--- config.mk ---
export PLATFORM = sky130hd
export DESIGN_NAME = regfile_dump_flat
export DESIGN_NICKNAME = d
export VERILOG_FILES = /design/src/rtl/regfile_dump_if.sv /design/src/rtl/regfile_dump.sv /design/src/flat_wrapper.sv
export SDC_FILE = /design/constraint.sdc
export NUM_CORES = 1
export LEC_CHECK = 0
export CAP_MARGIN = 20
export CORE_ASPECT_RATIO = 1.25
export CORE_MARGIN = 5
export CORE_UTILIZATION = 28
export DETAILED_ROUTE_END_ITERATION = 8
export GPL_TIMING_DRIVEN = 0
export SLEW_MARGIN = 0
export SYNTH_ARGS = -nofsm -noshare
export SYNTH_HDL_FRONTEND = slang
export SYNTH_SLANG_ARGS = --single-unit
--- constraint.sdc ---
create_clock -name clk -period 5.4 [get_ports clk]
set_clock_uncertainty 0.2 [all_clocks]
set_input_delay 1.08 -clock clk [delete_from_list [all_inputs] [get_ports clk]]
set_output_delay 1.08 -clock clk [all_outputs]
set_load 0.05 [all_outputs]
--- src/rtl/regfile_dump_if.sv ---
// Output stream bundle for the register-file dump: one word per handshake.
// master drives data/idx/valid/last and samples ready; slave is the consumer.
// data: register value, idx: word index (0..31 regs, 32 PC), last: final word.
interface regfile_dump_if #(
  parameter int XLEN = 64,
  parameter int IDXW = 5
);
  logic [XLEN-1:0] data;
  logic [IDXW:0]   idx;
  logic            valid;
  logic            ready;
  logic            last;

  modport master (output data, idx, valid, last, input ready);
  modport slave  (input data, idx, valid, last, output ready);
endinterface

--- src/rtl/regfile_dump.sv ---
// Streams architectural registers x0..x31 (plus PC when DUMP_PC_EN is defined) out of a read port.
// Latency: 2 cycles per word (READ + SEND); a 32-word dump handshakes its last word 64 cycles after start.
// Backpressure: the output word is held stable until ready; abort cancels at the next edge.
//
// Ports: clk/rst (async active-high), start/abort control, busy/done status,
//        rf_raddr/rf_rdata combinational register-file read port, pc_in (DUMP_PC_EN only),
//        dout (regfile_dump_if.master) carrying data/idx/valid/ready/last.
// Optional feature macro: DUMP_PC_EN appends the PC as word 32 and moves last onto it.
module regfile_dump #(
  parameter int XLEN = 64,
  parameter int NREG = 32,
  parameter int IDXW = 5
) (
  input  logic                clk,
  input  logic                rst,
  input  logic                start,
  input  logic                abort,
  output logic                busy,
  output logic                done,
  output logic [IDXW-1:0]     rf_raddr,
  input  logic [XLEN-1:0]     rf_rdata,
  input  logic [XLEN-1:0]     pc_in,
  regfile_dump_if.master      dout
);

  typedef enum logic [1:0] {IDLE, READ, SEND, FIN} state_t;

`ifdef DUMP_PC_EN
  localparam logic [IDXW:0] FINAL_IDX = (IDXW+1)'(NREG);
`else
  localparam logic [IDXW:0] FINAL_IDX = (IDXW+1)'(NREG - 1);
`endif

  state_t          state;
  state_t          state_nx;
  logic [IDXW:0]   idx;     // one extra bit so the PC slot (NREG) is representable
  logic [XLEN-1:0] rd_word;
  logic            hs;

  assign hs       = dout.valid && dout.ready;
  assign busy     = (state != IDLE);
  assign done     = (state == FIN);
  // Address comes straight from the index register; the PC slot aliases x0, which is never used.
  assign rf_raddr = idx[IDXW-1:0];

  // Word captured in READ: x0 is hardwired zero regardless of what the port returns.
  always_comb begin
    rd_word = rf_rdata;
    if (idx == '0) begin
      rd_word = '0;
    end
`ifdef DUMP_PC_EN
    else if (idx == (IDXW+1)'(NREG)) begin
      rd_word = pc_in;
    end
`endif
  end

`ifndef DUMP_PC_EN
  logic unused_pc;
  assign unused_pc = ^pc_in;
`endif

  always_ff @(posedge clk or posedge rst) begin
    if (rst) begin
      state <= IDLE;
    end else begin
      state <= state_nx;
    end
  end

  always_comb begin
    state_nx = state;
    case (state)
      IDLE: if (start) state_nx = READ;
      READ: state_nx = abort ? IDLE : SEND;
      SEND: begin
        // abort wins over a handshake landing on the same edge
        if (abort) begin
          state_nx = IDLE;
        end else if (hs) begin
          state_nx = dout.last ? FIN : READ;
        end
      end
      FIN:  state_nx = IDLE;
      default: state_nx = IDLE;
    endcase
  end

  always_ff @(posedge clk or posedge rst) begin
    if (rst) begin
      idx        <= '0;
      dout.data  <= '0;
      dout.idx   <= '0;
      dout.valid <= 1'b0;
      dout.last  <= 1'b0;
    end else begin
      case (state)
        IDLE: if (start) idx <= '0;
        READ: begin
          if (abort) begin
            dout.valid <= 1'b0;
          end else begin
            dout.data  <= rd_word;
            dout.idx   <= idx;
            dout.valid <= 1'b1;
            dout.last  <= (idx == FINAL_IDX);
          end
        end
        SEND: begin
          if (abort) begin
            dout.valid <= 1'b0;
          end else if (hs) begin
            dout.valid <= 1'b0;
            if (!dout.last) idx <= idx + 1'b1;
          end
        end
        default: ;
      endcase
    end
  end

endmodule

--- src/flat_wrapper.sv ---
// flat-port wrapper written by rule: the top's interface ports become plain ports
module regfile_dump_flat 
#(
  parameter int XLEN = 64,
  parameter int NREG = 32,
  parameter int IDXW = 5
)
  (clk, rst, start, abort, busy, done, rf_raddr, rf_rdata, pc_in, dout_data, dout_idx, dout_valid, dout_last, dout_ready);
  regfile_dump_if #(.XLEN(XLEN), .IDXW(IDXW)) dout_i ();
  input  logic clk;
  input  logic rst;
  input  logic start;
  input  logic abort;
  output logic busy;
  output logic done;
  output logic [IDXW-1:0] rf_raddr;
  input  logic [XLEN-1:0] rf_rdata;
  input  logic [XLEN-1:0] pc_in;
  output wire logic [$bits(dout_i.data)-1:0] dout_data;
  output wire logic [$bits(dout_i.idx)-1:0] dout_idx;
  output wire logic [$bits(dout_i.valid)-1:0] dout_valid;
  output wire logic [$bits(dout_i.last)-1:0] dout_last;
  input wire logic [$bits(dout_i.ready)-1:0] dout_ready;
  assign dout_data = dout_i.data;
  assign dout_idx = dout_i.idx;
  assign dout_valid = dout_i.valid;
  assign dout_last = dout_i.last;
  assign dout_i.ready = dout_ready;
  regfile_dump #(.XLEN(XLEN), .NREG(NREG), .IDXW(IDXW)) u_core (.clk(clk), .rst(rst), .start(start), .abort(abort), .busy(busy), .done(done), .rf_raddr(rf_raddr), .rf_rdata(rf_rdata), .pc_in(pc_in), .dout(dout_i));
endmodule
* Yosys cells after proc, flatten, opt, wreduce, memory -nomap -nowiden
Cells that the tools add are included.
Word-level totals: memory bits (writable) 0, memories 0, flip-flop bits (word level) 80, output and inout bits 79, bits in latches 0, word-level logic and storage cells 43, bits in read-only memories 0, input port bits 133
Cells by class: div/mod/pow operators 0, shift-type cells 0, multipliers 0, eq/ne operators 9, bitwise gates (word level) 1, reductions and logical operators 10, mux-type cells 16, magnitude comparators 0, add/sub/neg operators 1
Operators by type and width (number):
- $mux W64 | 1
- $mux W6 | 4
- $pmux W6 S2 | 1
- $mux W2 | 5
- $pmux W2 S4 | 1
- $add A6 B1 Y6 const B | 1
- $eq A6 B5 Y1 const B | 1
- $logic_not A6 Y1 | 1
- $ne A2 B2 Y1 const B | 3
- $reduce_and A2 Y1 | 3
- $reduce_bool A2 Y1 | 3
- $reduce_and A5 Y1 | 1
- $eq A2 B2 Y1 const B | 2
- $mux W1 | 3
- $ne A3 B2 Y1 const B | 1
- $eq A2 B1 Y1 const B | 1
- $logic_not A2 Y1 | 1
- $ne A2 B1 Y1 const B | 1
- $pmux W1 S2 | 1
- $logic_and A1 B1 Y1 | 1
- $not A1 Y1 | 1

* Depth between registers and ports, before layout
Gate-level depths: netlist of run 1.
word-level depth 5, gate-level depth with buffers 8, mapped depth without buffers 6

* Least setup slack after synthesis of run 1
No wires, ideal clock.
path type input to register, from in abort, to reg u_core.idx[5], path buffers 1, slack 2.706 ns, setup time 0.124 ns, stages on the path 5, arrival time 2.370 ns, cells stage by stage nor4bb_1 -> buf_2 -> or4b_1 -> and3_1 -> a211o_1
On the way: word-level cells in the longest chain between the ends 2
RTL lines:
- start: declaration | RTL line flat_wrapper.sv:13 | input logic abort;
- $ne A2 B2 Y1 (no line)
- $reduce_and A5 Y1 (no line)
- end signal: assignment | RTL line regfile_dump.sv:115 | if (!dout.last) idx <= idx + 1'b1;
- end: declaration | RTL line regfile_dump.sv:36 | logic [IDXW:0] idx;
No other way between the ends. A chain may end at the register's enable or synchronous reset.

* Worst setup path in the final report of run 1
from reg u_core.state[0], to out busy
On the way: word-level cells in the longest chain between the ends 1
RTL lines:
- start: declaration | RTL line regfile_dump.sv:34 | state_t state;
- start signal: assignment | RTL line regfile_dump.sv:68 | state <= state_nx;
- $reduce_bool A2 Y1 | RTL line regfile_dump.sv:41 | assign busy = (state != IDLE);
- end: declaration | RTL line flat_wrapper.sv:14 | output logic busy;
No other way between the ends.

==> results.md, run 1 <==
- Run status: finished clean
- WHS Path Cells: 2
- # setup viols final: 0
- Top post-synthesis cells by area: dfrtp_1, nand2_1, o21ai_0
- XOR/XNOR share of the synthesized area: 0
- Compound-Gate Fraction of Synth Area: 0.126
- Crit path time final: 3.27 ns
- Pin count of the biggest net entering global routing: 69
- Synth warn: 0
- Post-synth top area cell: dfrtp_1
- Crit path DAT: 1.99 ns
- Yosys cell types: 32
- R2r endpoint: u_core.dout.data[3]
- Sequential share of power: 0.310
- Share of total power in the clock network: 0.205
- Combinational share of power: 0.485
- Post-synth EDFFs: 0
- Synthesized Nets: 522
- Die Span X: 109 um
- Reg-to-Reg Start: u_core.state[1]
- Max-Slew Margin vs Limit: 0.590
- Synth Register Bits: 80
- Slack of the worst reg-to-reg path: 2.81 ns
- Post-synthesis mux area share: 0.00328
- Post-Synth Simple-Gate Area: 0.215
- Cell repeated most along the worst path: inv_1
- Crit-path cells: inv_1 -> ha_1 -> inv_1 -> clkdlybuf4s50_1
- Adder-Cell Fraction of Synth Area: 0.0255
- Yosys top cell area share: 0.583
- WP buf/inv: 3
- Skew-Pair Late Insertion Delay: 0.33 ns
- CTS Buf Count: 9
- RePlAce Congestion: 0.809
- Reg clk slew, reported paths: 0.06 ns
- Fill count: 1,220
- RSZ-0062 raised after global routing: no
- Core Box Area: 12,100 sq um
- Post-synthesis area per instance: 8.99 sq um
- Die area: 14,600 sq um
- Wire per inst: 14.4 um
- Ports: 212
- Via density per instance: 4.50
- Final hold vios: 0
- Clk root buf: clkbuf_16
- Max-cap violations: 0
- Cts hold-fix bufs: 0
- Clock Path Buffers: 2
- Dpl hpwl: 7590 um
- Area grow syn2layout: 57.4%
- Worst R2R Path Depth: 8
- Antenna Nets Post-Route: 0
- Critical path type: flop to output port
- Post-CTS Setup Bufs: 0
- Crit path max-delay family: buffers and inverters
- Area of the multi-input gates: 1270 sq um
- Clk sinks: 80
- FFs w/ async S/R, synth: 1.00
- Vias in the first global route: 3,167
- Util after Layout: 0.446
- DRC viols: 0
- Power density cells: 494 nW/um^2
- Total negative slack: 0 ns
- Pwr Total: 2.67 mW
- Grt total ovfl: 0
- CTS H-Tree Depth: 3
- Total Routing Usage GR: 0.142
- Worst-Margin Slew: 0.608 ns
- Top cells by count, synth: nand2_1, dfrtp_1, o21ai_0, clkbuf_1
- Post-synthesis cell count: 382
- Layout cells sized above 1: 0.0440
- # rows: 45
- Min-delay worst type: flop to flop
- CP endpoint kind: output port
- Setup Slack @ Placement: 1.76 ns
- Slew Viols, Final: 0
- Post-synthesis sequential area ratio: 0.583
- Diodes inserted: 0
- Hold_sp: u_core.dout.data[12]
- Peak VDD IR: 0.309 mV
- Period utilisation layout: 0.606
- Post-Route WL: 10,200 um
- Initial Utilization: 0.284
- Final Cell Area: 5400 sq um
- Final setup margin: 2.13 ns
- Pre-Repair DR Iteration Count: 6
- Most numerous cell in the Yosys netlist: nand2_1
- Post-synth top flop: dfrtp_1
- Largest family of logic cells by synthesized area: simple AND/OR/NAND/NOR gates
- CTS tree: done
- Reg area: 2000 sq um
- Highest-delay cell along the critical path: clkdlybuf4s50_1
- PortBufs: 147
- CP max stage delay: 0.80 ns
- Highest Clock Rate: 306 MHz
- Die Span Y: 134 um
- Required time of the critical path: 4.12 ns
- Static Leak: 2.25 nW
- Nets: 681
- Critical Path Fanout Max: 8
- DR vias: 3,187
- Internal power: 1.45 mW
- Sw power: 1.21 mW
- Switching Share: 0.455
- First-pass GRT wire length: 16,500 um
- DP Area: 5140 sq um
- Mapped Area: 3430 sq um
- DRT iter0 DRCs: 120
- Initial antenna violation count: 0
- Hold worst-path end: u_core.dout.data[12]
- Critical Path Start Type: flop
- Gates resized, CTS repair: 0
## worst register-to-register path, stage by stage, from the launching register on
cell      delay [ns]
dfrtp_1         0.42
inv_1           0.12
ha_1            0.18
and2b_1         0.12
clkbuf_1        0.31
clkbuf_1        0.49
clkbuf_1        0.41
nand2_1         0.09
o21ai_0         0.17
## state kept, by name, indices dropped and copies added (netlist names)
register	flops
u_core.dout.idx	6
u_core.dout.last	1
u_core.dout.valid	1
u_core.idx	6
u_core.dout.data	64
u_core.state	2
## cell families after synthesis
group,count (synthesis)
adders and majority gates,7
buffers and inverters,38
and+or+nand+nor,175
AOI/OAI and AO/OA,81
DFF,80
muxes,1
## cells in the final DEF, fill, tap and decap left out, types with 2 or more instances in the layout
master and n:
clkdlybuf4s50_1 147, nand2_1 146, dfrtp_1 80, o21ai_0 72, clkbuf_1 25, clkbuf_16 9
nand3_1 7, ha_1 7, inv_1 6, buf_4 5, or4b_1 3, nand4_1 3
clkinvlp_4 3, clkinv_2 3, and2b_1 2, nand2b_1 2, nor2b_1 2, nor2_1 2
a22o_1 2
## area by class of cell
cell class	count	share of cell area
repair buffers	148	0.277
well taps	164	0.0380
clock buffers	9	0.0417
multi-input cells	264	0.235
flip-flops and latches	80	0.371
inverters	7	0.00533
plain buffers	31	0.0252
clock inverters	6	0.00695
## worst max path at each step
stage | from | end | cells after the start | slack (ns)
after floorplan | rst | u_core.dout.data[0] | 1 | 2.07
after global placement | rst | u_core.idx[3] | 2 | 0.71
after detailed placement | abort | u_core.dout.data[0] | 7 | 1.76
after CTS | u_core.state[0] | busy | 4 | 2.10
after global routing | abort | u_core.dout.data[2] | 7 | 1.90
final | u_core.state[0] | busy | 4 | 2.13
## power groups by stage
| stage | sequential, mW | clock (mW) | combinational, mW |
|---|---|---|---|
| 2_1_floorplan | 1.32 | 0 | 0.340 |
| 3_3_place_gp | 0.835 | 0 | 1.30 |
| 3_5_place_dp | 0.840 | 0 | 1.31 |
| 4_1_cts | 0.831 | 0.565 | 1.31 |
| 5_1_grt | 0.851 | 0.587 | 1.39 |
| 6_report | 0.828 | 0.546 | 1.30 |
## layer usage
metal,vias up,track usage,share of wire
li1,1569,-,-
met1,1512,0.189,0.44
met2,97,0.227,0.49
met3,9,0.0347,0.061
met4,0,0.0442,0.0095
met5,-,0,0
## per-stage QoR
step	hold slack, ns	std cells
floorplan	0.310	382
global placement	0.263	693
detailed placement	0.270	694
CTS	0.284	709
global route	0.299	709
finish	0.276	709
(Power assumes the default switching activity.)
==> run 2, diff against run 1 <==
==> constraint.sdc (replaced) <==
create_clock -name clk -period 3.2 [get_ports clk]
set_clock_uncertainty 0.2 [all_clocks]
set_input_delay 0.64 -clock clk [delete_from_list [all_inputs] [get_ports clk]]
set_output_delay 0.64 -clock clk [all_outputs]
set_load 0.05 [all_outputs]
==> results of run 2 <==
Same layout as run 1 (identical final DEF). Status: finished clean.
Main changes from that run: setup slack after placement 1.76 ns -> -0.000782 ns; setup slack after layout 2.13 ns -> 0.369 ns; register-to-register setup slack 2.81 ns -> 0.61 ns; total power 2.67 mW -> 4.51 mW; worst IR drop on VDD 0.309 mV -> 0.521 mV
==> run 3, diff against run 2 <==
--- a/config.mk
+++ b/config.mk
@@ -9,6 +9,7 @@
 export CORE_ASPECT_RATIO = 1.25
 export CORE_MARGIN = 5
 export CORE_UTILIZATION = 28
+export CTS_BUF_LIST = sky130_fd_sc_hd__clkbuf_4
 export DETAILED_ROUTE_END_ITERATION = 8
 export GPL_TIMING_DRIVEN = 0
 export SLEW_MARGIN = 0
==> run 3 against run 2 <==
Against the previous run:
- routed wire length about the same
- worst hold slack got worse by 0.0092 ns
- non-clock buffer count unchanged
- sequential power about the same
- cell area is 2.9% lower
- worst setup slack got worse by 0.10 ns
- final cell count did not move
- sequential cell count did not move
- die area unchanged
==> results.md, run 3 (same netlist as run 1, synthesis figures left out) <==
- Skew-Pair Late Insertion Delay: 0.41 ns (+0.08 ns)
- DRC viols: 0 (unchanged)
- Share of total power in the clock network: 0.124 (-0.081)
- Critical Path Fanout Max: 8 (unchanged)
- Max reg flops: 64 (unchanged)
- Highest-delay cell along the critical path: clkdlybuf4s50_1
- CTS Buf Count: 9 (unchanged)
- Crit-path cells: inv_1 -> ha_1 -> inv_1 -> clkdlybuf4s50_1
- Internal power: 2.09 mW
- Critical path type: flop to output port
- Post-CTS Setup Bufs: 0 (unchanged)
- Cell repeated most along the worst path: inv_1
- Nets: 681 (unchanged)
- DR vias: 3,182 (-0.16%)
- Layout cells sized above 1: 0.0440 (unchanged)
- Peak VDD IR: 0.518 mV
- Initial Utilization: 0.284 (unchanged)
- Antenna Nets Post-Route: 0 (unchanged)
- Largest Register: u_core.dout.data
- Static Leak: 2.18 nW (-3.1%)
- Reg-to-Reg Start: u_core.state[1]
- DP Area: 5140 sq um (unchanged)
- Final Cell Area: 5250 sq um (-2.9%)
- Crit path max-delay family: buffers and inverters
- Clock Path Buffers: 2 (unchanged)
- RePlAce Congestion: 0.809 (unchanged)
- Crit path from: u_core.state[0]
- Grt total ovfl: 0 (unchanged)
- # setup viols final: 0 (unchanged)
- PortBufs: 147 (unchanged)
- Slack of the worst reg-to-reg path: 0.60 ns
- Combinational share of power: 0.535 (+0.050)
- Final instance count without filler cells: 709 (unchanged)
- Most frequent cells in the layout: clkdlybuf4s50_1, nand2_1, dfrtp_1, o21ai_0, clkbuf_1
- Die Span Y: 134 um (unchanged)
- Post-Route WL: 10,200 um (about the same)
- CTS H-Tree Depth: 3 (unchanged)
- Crit path time final: 2.93 ns
- Area grow syn2layout: 52.8%
- Crit path DAT: 2.09 ns (+0.10 ns)
- Final hold vios: 0 (unchanged)
- Die Span X: 109 um (unchanged)
- Vias in the first global route: 3,155 (-0.38%)
- Placed insts: 694 (unchanged)
- # rows: 45 (unchanged)
- Period utilisation layout: 0.917
- First-pass GRT wire length: 16,500 um (+0.33%)
- Switching Share: 0.489
- Worst-Margin Slew: 0.586 ns (-0.0220 ns)
- Ports: 212 (unchanged)
- Wire per inst: 14.4 um (about the same)
- Clk sinks: 80 (unchanged)
- Die area: 14,600 sq um (unchanged)
- Power density cells: 779 nW/um^2
- Biggest regs: u_core.dout.data x64, u_core.dout.idx x6, u_core.idx x6
- Total negative slack: 0 ns (unchanged)
- Min-delay worst type: primary input to asynchronous set/reset pin
- Util after Layout: 0.433 (-0.0130)
- Dpl hpwl: 7590 um (unchanged)
- Slew Viols, Final: 0 (unchanged)
- Run status: finished clean
- Pin count of the biggest net entering global routing: 69 (unchanged)
- Total Routing Usage GR: 0.142 (about the same)
- RSZ-0062 raised after global routing: no
- Highest Clock Rate: 341 MHz
- Most common cell after layout, fill and taps aside: clkdlybuf4s50_1
- Gates resized, CTS repair: 0 (unchanged)
- CP max stage delay: 0.80 ns (about the same)
- Required time of the critical path: 2.36 ns
- Pre-Repair DR Iteration Count: 6 (unchanged)
- Hold WS: 0.267 ns (-0.00923 ns)
- Clk root buf: clkbuf_4
- Sequential share of power: 0.341 (+0.031)
- CTS tree: done
- Sw power: 2.00 mW
- Cts hold-fix bufs: 0 (unchanged)
- WP buf/inv: 3 (unchanged)
- Diodes inserted: 0 (unchanged)
- Via density per instance: 4.49 (-0.16%)
- CP endpoint kind: output port
- Initial antenna violation count: 0 (unchanged)
- Critical Path Start Type: flop
- Reg clk slew, reported paths: 0.13 ns (+0.07 ns)
- Core Box Area: 12,100 sq um (unchanged)
- Max-Slew Margin vs Limit: 0.605 (+0.0148)
- Fill count: 1,234 (+1.1%)
- Max-cap violations: 0 (unchanged)
- DRT iter0 DRCs: 98 (-18%)
==> run 3: worst paths after layout <==
check | to | cells past startpoint
setup reg to reg | u_core.dout.data[3] | 8
hold reg to reg | u_core.dout.data[12] | 2
max in group asynchronous | u_core.dout.valid | 3
hold / removal | u_core.dout.data[39] | 2
setup / recovery | busy | 4
min in group clk | u_core.dout.data[12] | 2
==> run 3: cell type report <==
| type | count | area, sq um | share of cell area |
|---|---|---|---|
| plain buffers | 31 | 136 | 0.0260 |
| clock buffers | 9 | 67.6 | 0.0129 |
| clock inverters | 6 | 37.5 | 0.00716 |
| inverters | 7 | 28.8 | 0.00549 |
| multi-input cells | 264 | 1270 | 0.242 |
| flip-flops and latches | 80 | 2000 | 0.382 |
| well taps | 164 | 205 | 0.0391 |
| repair buffers | 148 | 1500 | 0.286 |
==> run 3: power groups by stage <==
stage,registers (mW),clock network (mW),logic (mW)
global route,1.43,0.578,2.34
detailed placement,1.42,0,2.21
floorplan,2.23,0,0.574
finish,1.39,0.506,2.19
global placement,1.41,0,2.19
CTS,1.40,0.537,2.22
==> run 3: metal layers <==
layer / part of all wire / up-vias / GRT usage
met5: 0 / - / 0
met4: 0.0093 / 0 / 0.0379
met2: 0.49 / 89 / 0.229
met3: 0.058 / 5 / 0.0390
met1: 0.44 / 1525 / 0.187
li1: - / 1563 / -
==> run 3: worst reg2reg max path, cell delays in order (launching register included) <==
cell      delay (ns)
dfrtp_1         0.44
inv_1           0.12
ha_1            0.18
and2b_1         0.12
clkbuf_1        0.31
clkbuf_1        0.47
clkbuf_1        0.42
nand2_1         0.10
o21ai_0         0.17
==> run 3: per-stage QoR <==
stage | setup WS [ns] | power, mW
after floorplan | 0.308 | 2.80
after global placement | -1.05 | 3.60
after detailed placement | -0.000782 | 3.63
after CTS | 0.204 | 4.15
after global routing | 0.121 | 4.35
final | 0.266 | 4.08
